File: config.mk
export PLATFORM = sky130hd
export DESIGN_NAME = adder4
export DESIGN_NICKNAME = d
export VERILOG_FILES = /design/src/rtl/adder4_pkg.sv /design/src/rtl/adder4_full_adder.sv /design/src/rtl/adder4.sv
export SDC_FILE = /design/constraint.sdc
export NUM_CORES = 1
export LEC_CHECK = 0
export ABC_AREA = 1
export CORE_AREA = 5 5 42 44
export DETAILED_ROUTE_END_ITERATION = 16
export DIE_AREA = 0 0 47 49
export HOLD_SLACK_MARGIN = 0.06
export PLACE_DENSITY = 0.59
export SLEW_MARGIN = 20
export SYNTH_ARGS = -nofsm -noshare
export SYNTH_HDL_FRONTEND = slang
export SYNTH_SLANG_ARGS = --single-unit
File: constraint.sdc
create_clock -name clk -period 0.8 [get_ports clk]
set_input_delay 0.08 -clock clk [delete_from_list [all_inputs] [get_ports clk]]
set_output_delay 0.08 -clock clk [all_outputs]
set_load 0.05 [all_outputs]
File: src/rtl/adder4_pkg.sv
// Shared width, operand type and result bundle for the registered 4-bit adder.
package adder4_pkg;

    localparam int ADDER4_W = 4;

    typedef logic [ADDER4_W-1:0] nib_t;

    typedef struct packed {
        nib_t s;
        logic cf;
        logic of;
        logic zf;
    } adder4_res_t;

endpackage

File: src/rtl/adder4_full_adder.sv
// Single-bit full adder, one stage of the adder4 ripple chain.
module full_adder (
    input  logic a,
    input  logic b,
    input  logic ci,
    output logic s,
    output logic co
);

    assign s  = a ^ b ^ ci;
    assign co = (a & b) | (ci & (a ^ b));

endmodule

File: src/rtl/adder4.sv
// Registered 4-bit ripple-carry adder with carry, overflow and zero flags.
// Define ADDER4_SUB_EN to add the sub port and build the adder/subtractor.
module adder4
    import adder4_pkg::*;
(
    input  logic                clk,
    input  logic                rst_n,
    input  logic                in_valid,
    input  logic [ADDER4_W-1:0] a,
    input  logic [ADDER4_W-1:0] b,
    input  logic                cin,
`ifdef ADDER4_SUB_EN
    input  logic                sub,
`endif
    output logic [ADDER4_W-1:0] s,
    output logic                cf,
    output logic                of,
    output logic                zf,
    output logic                out_valid
);

    nib_t              b_eff;
    logic              c0_eff;
    logic [ADDER4_W:0] carry;
    nib_t              sum_next;
    adder4_res_t       res_next;
    adder4_res_t       res_reg;
    logic              valid_reg;

`ifdef ADDER4_SUB_EN
    // Subtract is a + ~b + ~cin; the carry-out is inverted afterwards to read as a borrow.
    assign b_eff  = b ^ {ADDER4_W{sub}};
    assign c0_eff = cin ^ sub;
`else
    assign b_eff  = b;
    assign c0_eff = cin;
`endif

    assign carry[0] = c0_eff;

    generate
        for (genvar gi = 0; gi < ADDER4_W; gi++) begin : g_stage
            full_adder u_fa (
                .a  (a[gi]),
                .b  (b_eff[gi]),
                .ci (carry[gi]),
                .s  (sum_next[gi]),
                .co (carry[gi+1])
            );
        end
    endgenerate

    always_comb begin
        res_next.s  = sum_next;
`ifdef ADDER4_SUB_EN
        res_next.cf = carry[ADDER4_W] ^ sub;
`else
        res_next.cf = carry[ADDER4_W];
`endif
        // Overflow uses the raw ripple carries, never the borrow-inverted one.
        res_next.of = carry[ADDER4_W-1] ^ carry[ADDER4_W];
        res_next.zf = (sum_next == '0);
    end

    always_ff @(posedge clk or negedge rst_n) begin
        if (!rst_n) begin
            res_reg   <= '0;
            valid_reg <= 1'b0;
        end else begin
            res_reg   <= res_next;
            valid_reg <= in_valid;
        end
    end

    assign s         = res_reg.s;
    assign cf        = res_reg.cf;
    assign of        = res_reg.of;
    assign zf        = res_reg.zf;
    assign out_valid = valid_reg;

endmodule

==> impl_metrics.toml <==
[outcome]
outcome = "complete, but fails checks"
violations = "negative setup slack"

[clock_tree]
htree_num_levels = 1
cts.reportedPaths.clkPinSlew_ns = 0.05
cts_tree = "done"
ctsLongestPathBuffers = 2
cts-root-buf = "clkbuf_4"
cts_inserted_buffers = 3
cts.sinks = 8

[synth]
avgSynthCellArea_um2 = 12.8
synth-seq-area-share_pct = 60.2
netlist_area_um2 = 333
ys_ff_latch = 8
synthesis.nets = 42
yosysWarningCount = 0
postSynthCellCount = 26
synth.distinct_cells = 6

[placement]
port-buffer-count = 19
hpwl_um = 527
gp_congestion = 0.588
place_ws_ns = -1.61
numPlacedInstances = 62

[worst_setup_path]
path_class = "input pin to register"
cp_common_cell = "fa_2"
cp-startpoint = "cin"
crit_buf_inv = 2
crit_slowest_cell = "fa_1"
cpPeakStageDelay_ns = 0.42
crit_chain = "buf_6 > fa_2 > fa_2 > fa_2 > inv_2 > fa_1 > nand2_1 > nor2_1"
critPathTopFamily = "adder cells"
end_kind = "register"
cp-start-kind = "input pin"
cp.arrival_ns = 1.85
critPathMaxFanout = 2
crit_required_ns = 0.94

[sta]
setup_violations = 14
finalMaxSlewViolations = 0
hold_viol = 0
max_slew_margin_pct = 76.9
layout_setup_ws_ns = -0.909
max_freq_mhz = 585
rsz0062_at_grt = "yes"
tightest_slew_ns = 0.346
fin_crit_ns = 1.71
post-route-period-util_pct = 214
hold_ws_ns = 0.110

[power]
p_total_mw = 1.39
peakVddDrop_mv = 0.708
leakage_nw = 0.319
p_per_area_mw_per_mm2 = 2140

[floorplanning]
dieArea_mm2 = 0.00230
start_util_pct = 23.7
fp-row-count = 14
core_mm2 = 0.00140
ios = 20
die-width_um = 47
die_h_um = 49

[finish]
nFillCells = 138
utilization_pct = 46.3
n_antenna_cell = 0
area_delta_synth_final_pct = 95.1
nNetsFinal = 67
layout.cells.non_filler = 65
seqCellArea_um2 = 200
drive_above_1_share_pct = 38.8
multiInputGateArea_um2 = 110

[grt]
grt_overflow = 0
grtUsageTotal_pct = 6.28
antenna_found_initial = 0
grt_pass1_wl_um = 952
grt_pass1_vias = 246
grt_start_max_net_pins = 9

[detailed_routing]
drt_pass1_iterations = 1
via_per_inst = 3.68
drtIter0Drc = 0
drc = 0
wirelength_um = 543
antenna_left = 0
wl_per_cell_um = 8.35
vias = 239

[min_path]
hp-class = "input pin to asynchronous set/reset pin"

[flow_run]
cap_violations = 0
==> per-layer routing <==
metal  global-route usage [%]  up-vias  share of wire, %
met5                        0        -                 0
met4                     6.91        0                 0
met3                     3.69        0                11
met2                     7.69       13                53
met1                     6.64      108                36
li1                         -      118                 -
==> timing repair <==
action	in CTS	in global routing
setup endpoints to repair	15	14
pin swaps	5	0
buffers inserted	0	0
resized for setup	15	0
hold buffers	0	0
==> how the worst max path moves through the flow <==
stage | endpoint | cells past startpoint
final | zf | 8
after global routing | zf | 8
after global placement | zf | 8
after detailed placement | zf | 8
after floorplan | zf | 7
after CTS | zf | 8
==> cell usage after synthesis (all sizes together) <==
| library cell | number | share of area, % |
|---|---|---|
| dfrtp | 8 | 60 |
| fa | 4 | 24 |
| inv | 8 | 9.0 |
| nand2 | 5 | 5.6 |
| nor2 | 1 | 1.1 |
==> placed cells by master, fill, tap and decap left out, drive strengths merged <==
master,count
clkbuf,3
dfrtp,8
dlygate4sd2,2
fa,4
buf,12
nand2,5
clkdlybuf4s50,6
inv,8
nor2,1
==> final cells by class <==
cell class / instances / share of cell area (%)
timing repair buffer: 20 / 41.0
sequential: 8 / 30.8
multi-input combinational: 10 / 17.0
inverter: 8 / 4.62
clock buffer: 3 / 3.47
tap: 16 / 3.08
==> per-stage QoR <==
step / area (um2) / setup TNS, ns
2_1_floorplan: 340 / -4.66
3_3_place_gp: 638 / -7.99
3_5_place_dp: 638 / -8.09
4_1_cts: 649 / -4.22
5_1_grt: 649 / -4.57
6_report: 649 / -4.10
==> kinds of logic after synthesis <==
family	synth area share [%]
fa+ha+maj	24.1
simple gates	6.77
buf+inv	9.02
flops	60.1
==> flip-flops by register name, indices dropped and copies added (netlist names) <==
name	cells
cf	1
of	1
out_valid	1
s	4
zf	1
==> power by group <==
group / internal (mW) / switching [mW]
clock: 0.170 / 0.118
sequential: 0.462 / 0.0439
combinational: 0.301 / 0.297
No activity file was read; power rests on OpenSTA's default activity.
